**config.mk**
```make
export PLATFORM = sky130hd
export DESIGN_NAME = replay_ctrl
export DESIGN_NICKNAME = d
export VERILOG_FILES = /design/src/rtl/replay_ctrl.sv
export SDC_FILE = /design/constraint.sdc
export NUM_CORES = 1
export LEC_CHECK = 0
export BUFFER_PORTS_ARGS = -buffer_cell sky130_fd_sc_hd__buf_2
export CAP_MARGIN = 20
export CELL_PAD_IN_SITES_DETAIL_PLACEMENT = 0
export CELL_PAD_IN_SITES_GLOBAL_PLACEMENT = 2
export CORE_AREA = 10 10 213 215
export CTS_BUF_LIST = sky130_fd_sc_hd__clkbuf_8
export CTS_CLUSTER_DIAMETER = 30
export DETAILED_ROUTE_END_ITERATION = 10
export DIE_AREA = 0 0 223 225
export GPL_ROUTABILITY_DRIVEN = 0
export PLACE_DENSITY_LB_ADDON = 0.12
export SLEW_MARGIN = 20
export SYNTH_ARGS = -nofsm -noshare
export SYNTH_HDL_FRONTEND = slang
export SYNTH_SLANG_ARGS = --single-unit
```
**constraint.sdc**
```tcl
create_clock -name clk -period 7.9 [get_ports clk]
set_input_delay 0.395 -clock clk [delete_from_list [all_inputs] [get_ports clk]]
set_output_delay 0.395 -clock clk [all_outputs]
set_load 0.01 [all_outputs]
```
**src/rtl/replay_ctrl.sv**
```systemverilog
// Replay-buffer controller for the link transmit path: sequences, buffers, forwards and replays packets.
// Optional build macro REPLAY_STATS_EN adds saturating replay/timeout counters (stat_replays, stat_timeouts).
module replay_ctrl #(
  parameter int DATA_W     = 129,
  parameter int DEPTH      = 8,
  parameter int SEQ_W      = 12,
  parameter int TIMEOUT    = 500,
  parameter int MAX_REPLAY = 3,
  localparam int ADDR_W    = $clog2(DEPTH)
) (
  input  logic              clk,
  input  logic              reset,
  input  logic              tx_valid,
  output logic              tx_ready,
  input  logic [DATA_W-1:0] tx_data,
  output logic              buf_we,
  output logic [ADDR_W-1:0] buf_waddr,
  output logic [DATA_W-1:0] buf_wdata,
  output logic              buf_re,
  output logic [ADDR_W-1:0] buf_raddr,
  input  logic [DATA_W-1:0] buf_rdata,
  output logic              link_valid,
  input  logic              link_ready,
  output logic [DATA_W-1:0] link_data,
  output logic [SEQ_W-1:0]  link_seq,
  input  logic              ack,
  input  logic              nak,
  input  logic [SEQ_W-1:0]  ack_seq,
  output logic              full,
  output logic              empty,
  output logic              bad_ack,
  output logic              retrain,
`ifdef REPLAY_STATS_EN
  output logic [15:0]       stat_replays,
  output logic [15:0]       stat_timeouts,
`endif
  output logic [1:0]        state_dbg
);

  localparam logic [1:0] ST_NORMAL    = 2'd0;
  localparam logic [1:0] ST_REPLAY_RD = 2'd1;
  localparam logic [1:0] ST_REPLAY_TX = 2'd2;

  localparam int CNT_W = ADDR_W + 1;
  localparam int TMR_W = (TIMEOUT > 2) ? $clog2(TIMEOUT) : 1;
  localparam int RN_W  = (MAX_REPLAY > 0) ? $clog2(MAX_REPLAY + 1) : 1;

  logic [1:0]        state, state_nx;
  logic [SEQ_W-1:0]  next_seq, oldest_seq, rp_seq, rp_seq_nx, oldest_nx, ack_n, rp_off;
  logic [ADDR_W-1:0] wr_ptr, rd_ptr, rp_ptr, rp_ptr_nx, rd_ptr_nx, rp_ptr_inc;
  logic [CNT_W-1:0]  outstanding, outstanding_nx, retire_cnt;
  logic [TMR_W-1:0]  timer, timer_nx;
  logic [RN_W-1:0]   replay_num, replay_num_base, replay_num_nx;
  logic              jump_pend, jump_pend_nx;
  logic              in_normal, wr_fire, purge_req, n_ok, retire, rp_hit;
  logic              timer_hit, start, retrain_hit;

  // Handshakes: a transfer happens on a cycle where valid && ready at posedge clk.
  // In NORMAL the source is passed straight through to the link; during replay the
  // source is stalled (tx_ready=0) and a replayed beat holds link_valid until link_ready.
  assign in_normal  = (state == ST_NORMAL);
  assign full       = (outstanding == CNT_W'(DEPTH));
  assign empty      = (outstanding == '0);
  assign tx_ready   = reset && in_normal && link_ready && !full;
  assign wr_fire    = tx_valid && tx_ready;
  assign buf_we     = wr_fire;
  assign buf_waddr  = wr_ptr;
  assign buf_wdata  = tx_data;
  assign buf_re     = reset && (state == ST_REPLAY_RD);
  assign buf_raddr  = rp_ptr;
  assign link_valid = reset && (in_normal ? (tx_valid && !full) : (state == ST_REPLAY_TX));
  assign link_data  = in_normal ? tx_data : buf_rdata;
  assign link_seq   = in_normal ? next_seq : rp_seq;
  assign state_dbg  = state;

  // ACK/NAK purge: n entries retire, counted from the oldest outstanding sequence number.
  assign purge_req      = ack || nak;
  assign ack_n          = ack_seq - oldest_seq + SEQ_W'(1);
  assign n_ok           = (ack_n <= SEQ_W'(outstanding));
  assign retire         = purge_req && n_ok && (ack_n != '0);
  assign retire_cnt     = retire ? ack_n[CNT_W-1:0] : '0;
  assign outstanding_nx = outstanding + CNT_W'(wr_fire) - retire_cnt;
  assign rd_ptr_nx      = rd_ptr + retire_cnt[ADDR_W-1:0];
  assign oldest_nx      = oldest_seq + (retire ? ack_n : '0);
  assign rp_off         = rp_seq - oldest_seq;
  assign rp_hit         = retire && (rp_off < ack_n);

  assign timer_hit       = in_normal && !empty && (timer == TMR_W'(TIMEOUT - 1));
  assign start           = in_normal && ((nak && n_ok) || timer_hit) && (outstanding_nx != '0);
  assign replay_num_base = retire ? '0 : replay_num;
  assign retrain_hit     = start && (replay_num_base == RN_W'(MAX_REPLAY));
  assign rp_ptr_inc      = rp_ptr + ADDR_W'(1);

  always_comb begin
    replay_num_nx = replay_num_base;
    if (start) replay_num_nx = retrain_hit ? '0 : replay_num_base + RN_W'(1);
  end

  always_comb begin
    timer_nx = timer;
    if (retire || start || empty) timer_nx = '0;
    else if (in_normal)           timer_nx = timer + TMR_W'(1);
  end

  // A purge that overtakes the replay pointer re-aims it; mid-beat the jump waits for the beat to finish.
  always_comb begin
    state_nx     = state;
    rp_ptr_nx    = rp_ptr;
    rp_seq_nx    = rp_seq;
    jump_pend_nx = jump_pend;
    case (state)
      ST_NORMAL: begin
        if (start) begin
          state_nx     = ST_REPLAY_RD;
          rp_ptr_nx    = rd_ptr_nx;
          rp_seq_nx    = oldest_nx;
          jump_pend_nx = 1'b0;
        end
      end
      ST_REPLAY_RD: begin
        if (outstanding_nx == '0) begin
          state_nx = ST_NORMAL;
        end else if (rp_hit) begin
          rp_ptr_nx = rd_ptr_nx;
          rp_seq_nx = oldest_nx;
        end else begin
          state_nx = ST_REPLAY_TX;
        end
      end
      ST_REPLAY_TX: begin
        if (link_ready) begin
          jump_pend_nx = 1'b0;
          if (rp_hit || jump_pend) begin
            rp_ptr_nx = rd_ptr_nx;
            rp_seq_nx = oldest_nx;
            state_nx  = (outstanding_nx == '0) ? ST_NORMAL : ST_REPLAY_RD;
          end else begin
            rp_ptr_nx = rp_ptr_inc;
            rp_seq_nx = rp_seq + SEQ_W'(1);
            state_nx  = (rp_ptr_inc == wr_ptr) ? ST_NORMAL : ST_REPLAY_RD;
          end
        end else if (rp_hit) begin
          jump_pend_nx = 1'b1;
        end
      end
      default: state_nx = ST_NORMAL;
    endcase
  end

  always_ff @(posedge clk) begin
    if (!reset) begin
      state       <= ST_NORMAL;
      next_seq    <= '0;
      oldest_seq  <= '0;
      wr_ptr      <= '0;
      rd_ptr      <= '0;
      rp_ptr      <= '0;
      rp_seq      <= '0;
      outstanding <= '0;
      timer       <= '0;
      replay_num  <= '0;
      jump_pend   <= 1'b0;
      bad_ack     <= 1'b0;
      retrain     <= 1'b0;
    end else begin
      state       <= state_nx;
      next_seq    <= wr_fire ? next_seq + SEQ_W'(1) : next_seq;
      wr_ptr      <= wr_fire ? wr_ptr + ADDR_W'(1) : wr_ptr;
      oldest_seq  <= oldest_nx;
      rd_ptr      <= rd_ptr_nx;
      rp_ptr      <= rp_ptr_nx;
      rp_seq      <= rp_seq_nx;
      outstanding <= outstanding_nx;
      timer       <= timer_nx;
      replay_num  <= replay_num_nx;
      jump_pend   <= jump_pend_nx;
      bad_ack     <= purge_req && !n_ok;
      retrain     <= retrain_hit;
    end
  end

`ifdef REPLAY_STATS_EN
  always_ff @(posedge clk) begin
    if (!reset) begin
      stat_replays  <= '0;
      stat_timeouts <= '0;
    end else begin
      if (start && (stat_replays != 16'hFFFF))
        stat_replays <= stat_replays + 16'd1;
      if (start && timer_hit && (stat_timeouts != 16'hFFFF))
        stat_timeouts <= stat_timeouts + 16'd1;
    end
  end
`endif

endmodule
```
* Word-level counts from Yosys, hierarchy flattened
Cells that the tools add are included.
** Storage, ports and cells
- Output and inout bits :: 286
- Memories kept :: 0
- Register bits after elaboration :: 65
- Bits in latches :: 0
- Word-level logic and storage cells :: 109
- Bits of input ports :: 276
- ROM bits :: 0
- Bits in writable memories :: 0
** Operators by class
- Div/mod/pow operators :: 0
- Multipliers :: 0
- Shift-type cells :: 0
- Eq/ne operators :: 12
- $lt $le $gt $ge :: 2
- Bitwise gates (word level) :: 1
- Mux-type cells :: 32
- Add/subtract/negate cells :: 13
- Reductions and logical operators :: 36
** Operator list (count)
- 129-bit two-way mux :: 1
- 12-bit two-way mux :: 7
- 12-bit by 1-bit adder with 12-bit output (second input constant) :: 3
- 12-bit case mux with 3 select lines :: 1
- 12-bit subtractor :: 2
- 1-bit logical AND :: 17
- 3-bit two-way mux :: 5
- 2-bit two-way mux :: 7
- 12-bit adder :: 1
- 12-bit by 4-bit less-or-equal comparator with 1-bit output :: 1
- 12-bit < comparator :: 1
- 12-bit nonzero test :: 1
- 9-bit by 1-bit adder with 9-bit output (second input constant) :: 1
- 9-bit == test (second input constant) :: 1
- 3-bit case mux with 3 select lines :: 1
- 4-bit logical NOT :: 2
- 1-bit two-way mux :: 7
- 3-bit by 1-bit adder with 3-bit output (second input constant) :: 2
- 2-bit != test (second input constant) :: 3
- 2-bit case mux with 3 select lines :: 1
- 3-bit AND reduction :: 2
- 1-bit logical OR :: 5
- 5-bit AND reduction :: 1
- 4-bit by 1-bit adder with 4-bit output :: 1
- 19 further kinds :: 22

* Longest topological paths before layout
- Depth in word-level cells :: 12
- Depth in mapped cells :: 28
- Depth with buffers taken out :: 27

* Worst setup path after synthesis
Ideal clock, no wire load.
- Kind :: input to register
- Start :: in ack_seq[1]
- End :: reg rp_ptr[0], in the netlist buf_raddr[0]
- Data required time :: 7.808 ns
- Setup slack :: 2.078 ns
- Data arrival time :: 5.730 ns
- Library setup time :: 0.092 ns
- Stages on the path :: 27
- Buffers on the path :: 1
- Path through :: inv_1 -> ha_1 -> inv_1 -> ha_1 -> inv_1 -> fa_1 -> xnor2_1 -> ha_1 -> nand2_1 -> o21bai_1 -> o2bb2ai_1 -> o2111ai_1 -> nand4b_4 -> or3_1 -> nor2_1 -> ha_1 -> inv_1 -> ha_1 -> inv_1 -> fa_1 -> xnor2_1 -> nor3b_1 -> nand3_1 -> a41oi_2 -> clkbuf_1 -> a22oi_1 -> o32ai_1
** On the way
- Word-level cells in the longest chain between the ends :: 11
- Elaborated cells between the ends (all ways) :: 28
- Those cells by class :: add/sub (4); order compare (2); eq/ne (3); mux (7); reduce/logical (12)
** RTL lines
- start: declaration :: line 28 : input logic [SEQ_W-1:0] ack_seq,
- 12-bit subtractor * :: line 78 : assign ack_n = ack_seq - oldest_seq + SEQ_W'(1);
- 12-bit by 1-bit adder with 12-bit output * :: line 78
- 12-bit by 4-bit less-or-equal comparator with 1-bit output :: line 79 : assign n_ok = (ack_n <= SEQ_W'(outstanding));
- 1-bit logical AND (2 in a row) :: line 80 : assign retire = purge_req && n_ok && (ack_n != '0);
- 4-bit two-way mux :: line 81 : assign retire_cnt = retire ? ack_n[CNT_W-1:0] : '0;
- 4-bit subtractor :: line 82 : assign outstanding_nx = outstanding + CNT_W'(wr_fire) - retire_cnt;
- 4-bit nonzero test :: line 89 : assign start = in_normal && ((nak && n_ok) || timer_hit) && (outstanding_nx != '0);
- 1-bit logical AND :: line 89
- 2-bit by 1-bit != test with 1-bit output (no source line)
- 5-bit AND reduction (no source line)
- end signal: assignment :: line 171 : rp_ptr <= rp_ptr_nx;
- end: declaration :: line 50 : logic [ADDR_W-1:0] wr_ptr, rd_ptr, rp_ptr, rp_ptr_nx, rd_ptr_nx, rp_ptr_inc;
Every way passes the cells marked *; elsewhere a longest branch is shown, timed or not. The select of a mux whose other input is x is not followed.
A chain may end at the register's enable or synchronous reset.

* Final worst setup path
- Start :: reg oldest_seq[1]
- End :: reg timer[3]
** On the way
- Word-level cells in the longest chain between the ends :: 12
- Elaborated cells between the ends (all ways) :: 16
- Those cells by class :: add/sub (3); order compare (1); mux (1); reduce/logical (11)
** RTL lines
- start: declaration :: line 49 : logic [SEQ_W-1:0] next_seq, oldest_seq, rp_seq, rp_seq_nx, oldest_nx, ack_n, rp_off;
- start signal: assignment :: line 169 : oldest_seq <= oldest_nx;
- 12-bit subtractor * :: line 78
- 12-bit by 1-bit adder with 12-bit output * :: line 78
- 12-bit by 4-bit less-or-equal comparator with 1-bit output :: line 79
- 1-bit logical AND (2 in a row) :: line 80
- 4-bit two-way mux :: line 81
- 4-bit subtractor :: line 82
- 4-bit nonzero test :: line 89
- 1-bit logical AND :: line 89
- 1-bit logical OR * (2 in a row) :: line 101 : if (retire || start || empty) timer_nx = '0;
- 2-bit OR reduction (no source line) *
- end signal: assignment :: line 174 : timer <= timer_nx;
- end: declaration :: line 52 : logic [TMR_W-1:0] timer, timer_nx;
Every way passes the cells marked *; elsewhere a longest branch is shown, timed or not.

==> flow_summary_export.csv <==
group,metric,value,unit
global_routing,grt_pass1_wl,70300,µm
timing,post-route-period-util,0.849,
detailed_routing,drc,0,
detailed_routing,viasPerCell,4.39,
timing,max-slew-margin-rel,0.263,
detailed_routing,post_drt_wl_per_cell,27.1,µm
clocking,postCtsSetupRepairBufs,0,
synth,synth.top_cell.area_share,0.199,
detailed_routing,dr.pass1.iters,6,
clocking,clk_latency,0.38,ns
timing,fin_tns_setup,0,ns
synth,synth.largest_area_cell,"mux2_2",
clocking,clkTransAtPathRegs,0.09,ns
timing,finalSetupViolations,0,
synth,syn_area_per_cell,8.53,µm²
global_routing,grt_max_degree,76,
synth,syn_area,7920,µm²
global_routing,track_usage,0.194,
worst_setup_path,crit_required,8.16,ns
outcome,outcome,"finished, final reports clean",
clocking,cts_tree,"built",
detailed_routing,wl,51600,µm
global_routing,busiest_layer,"met2",
global_routing,antenna_found_initial,40,
synth,synth_ff_type,"dfxtp_1",
synth,ys_types,77,
finish,area_delta_synth_final,34.1,%
clocking,htree_num_levels,3,
clocking,cts_buffers,9,
worst_setup_path,critPathKind,"register to register",
min_path,min_path_type,"input pin to register",
clocking,ctsLongestPathBuffers,2,
global_routing,grt_pass1_vias,8777,
synth,synthArstFlopShare,0,
detailed_routing,initialDrtViolationCount,437,
synth,synth.area.top_cells,"mux2_2 20%, dfxtp_1 16%, buf_4 12%",
clocking,post_cts_resized,0,
finish,fin_cells,1903,
timing,fmax,149,MHz
timing,hold_viol,0,
power_and_ir_drop,leakagePower,5.31,nW
finish,drive_above_1_share,0.552,
detailed_routing,num_vias,8351,
die,chipWidth,223,µm
clocking,cts_root_buf,"clkbuf_8",
detailed_routing,ant_nets,0,
clocking,cts_hold_buf,0,
place,portBuffers,561,
die,initial_utilization,0.191,
finish,nets,1704,
place,dp.cells,1881,
clocking,cts_sinks,65,
worst_setup_path,cpPeakStageDelay,0.70,ns
power_and_ir_drop,p_total,1.78,mW
die,fp.dieH,225,µm
global_routing,grt_overflow,0,
worst_setup_path,path_common_cell,"ha_1",
synth,ys_ff_latch,65,
synth,seq_area_frac_synth,0.164,
finish,ff_latch_area,1300,µm²
timing,rsz0062_at_grt,"no",
timing,min_period,6.70,ns
global_routing,grt_util_met2,0.314,
synth,synth_cells,929,
power_and_ir_drop,power_density,168,nW/µm²
timing,tightest_slew,1.11,ns
timing,skew,0.0183,ns
finish,fillers,4631,
worst_setup_path,critPathLaunchType,"register",
worst_setup_path,cpMaxStageDelayCell,"a221oi_1",
finish,multi_input_area,5340,µm²
die,coreArea,41400,µm²
timing,report.final.slew_viol_count,0,
die,dieArea,50200,µm²
run,cap_viol_max_count,0,
synth,ys_warn_count,0,
place,place_hpwl,46000,µm
power_and_ir_drop,ir_drop,0.0907,mV
die,io_pins,562,
die,rows,75,
global_routing,met3_usage,0.0818,
worst_setup_path,cp.arrival,6.96,ns
synth,synth_edf_count,0,
worst_setup_path,worstPathMaxFanout,10,
worst_setup_path,cp-end-kind,"register",
global_routing,grtUsageMet1,0.240,
layout by cell type, fill, tap and decap left out, types with 10 or more instances in the layout:
master,count
buf_2,561
mux2_2,140
ha_1,70
nor2_1,64
o22ai_1,12
inv_1,53
and2_1,19
nand4_1,10
xnor2_1,30
dfxtp_1,65
a21oi_1,38
nand3_1,21
nand2_1,52
xor2_1,26
o21ai_0,14
cell families (layout without fill, tap and decap cells):
logic type | Yosys count | after routing | share of synthesized area
AND/OR/NAND/NOR | 226 | 226 | 0.145
buffers and inverters | 217 | 640 | 0.166
AO/OA/AOI/OAI | 144 | 144 | 0.133
multiplexers | 144 | 144 | 0.204
adder cells (fa/ha/maj) | 75 | 75 | 0.123
flip-flops | 65 | 65 | 0.164
XOR/XNOR | 57 | 57 | 0.0640
other | 1 | 13 | 0.000473
synth_stat cells, drive strengths merged (4+ instances only):
| cell | number |
|---|---|
| inv | 53 |
| o21ai | 17 |
| a22oi | 9 |
| a21oi | 38 |
| buf | 137 |
| xnor2 | 30 |
| a211oi | 6 |
| nand3 | 21 |
| clkbuf | 26 |
| mux2i | 4 |
| o211ai | 4 |
| nor2b | 5 |
| or2 | 8 |
| mux2 | 140 |
| xor2 | 27 |
| a21o | 6 |
| o21a | 6 |
| ha | 70 |
| nand2 | 52 |
| nor4 | 10 |
| fa | 5 |
| a2bb2oi | 7 |
| o21bai | 5 |
| and3 | 8 |
| and2 | 19 |
| nand2b | 5 |
| o22ai | 12 |
| nand4 | 10 |
| nor4b | 6 |
| a221oi | 4 |
| nor2 | 66 |
| dfxtp | 65 |
stage by stage:
step / hold slack [ns] / worst slack, ns / area, µm² / utilization
final: 0.409 / 1.20 / 10600 / 0.257
after global routing: 0.436 / 0.602 / 10600 / 0.256
after CTS: 0.396 / 1.08 / 10600 / 0.256
after detailed placement: 0.503 / 1.04 / 10400 / 0.251
after global placement: 0.489 / 1.13 / 10400 / 0.251
after floorplan: 0.453 / 2.08 / 7950 / -
worst max-delay path, delay by kind of cell (launching register included):
kind	cells	cell delay, ns
adders and majority gates	6	1.77
and+or+nand+nor	7	1.69
AOI/OAI and AO/OA	7	1.58
xor gates and xnor gates	2	0.85
DFF	1	0.43
buffers and inverters	3	0.25
path summary, 6_finish.rpt:
kind / cells past startpoint / end / slack [ns] / startpoint
max: 25 / timer[3]$_SDFFE_PP0P_ / 1.20 / oldest_seq[1]$_SDFF_PN0_
min: 3 / state_dbg[1]$_SDFFE_PN0P_ / 0.41 / link_ready
max reg2reg: 25 / timer[3]$_SDFFE_PP0P_ / 1.20 / oldest_seq[1]$_SDFF_PN0_
min reg2reg: 2 / buf_raddr[1]$_SDFFE_PN0P_ / 0.51 / buf_raddr[1]$_SDFFE_PN0P_
flip-flops by register name, summed over array words and instances, names as in the netlist:
| register | cells |
|---|---|
| bad_ack | 1 |
| buf_raddr | 3 |
| buf_waddr | 3 |
| jump_pend | 1 |
| next_seq | 12 |
| oldest_seq | 12 |
| outstanding | 4 |
| rd_ptr | 3 |
| replay_num | 2 |
| retrain | 1 |
| rp_seq | 12 |
| state_dbg | 2 |
| timer | 9 |
metal layers:
metal,share of wire,up-vias
met1,0.42,3952
met5,0.0030,-
met4,0.011,26
met2,0.47,310
li1,-,3999
met3,0.095,64
layout make-up:
cell class / instances / area share
clock buffers: 9 / 0.0117
repair buffers: 570 / 0.271
inverters: 54 / 0.0191
multi-input cells: 653 / 0.502
diodes: 6 / 0.00141
well taps: 539 / 0.0635
clock inverters: 7 / 0.00907
flip-flops and latches: 65 / 0.122
power by group:
part	leakage, nW	internal, mW	switching (mW)	total, mW
Combinational	4.68	0.437	0.641	1.08
Sequential	0.526	0.348	0.0192	0.368
Clock	0.107	0.178	0.161	0.339
Total	5.31	0.963	0.822	1.78
Note: power is estimated with default switching activity, not from simulation.
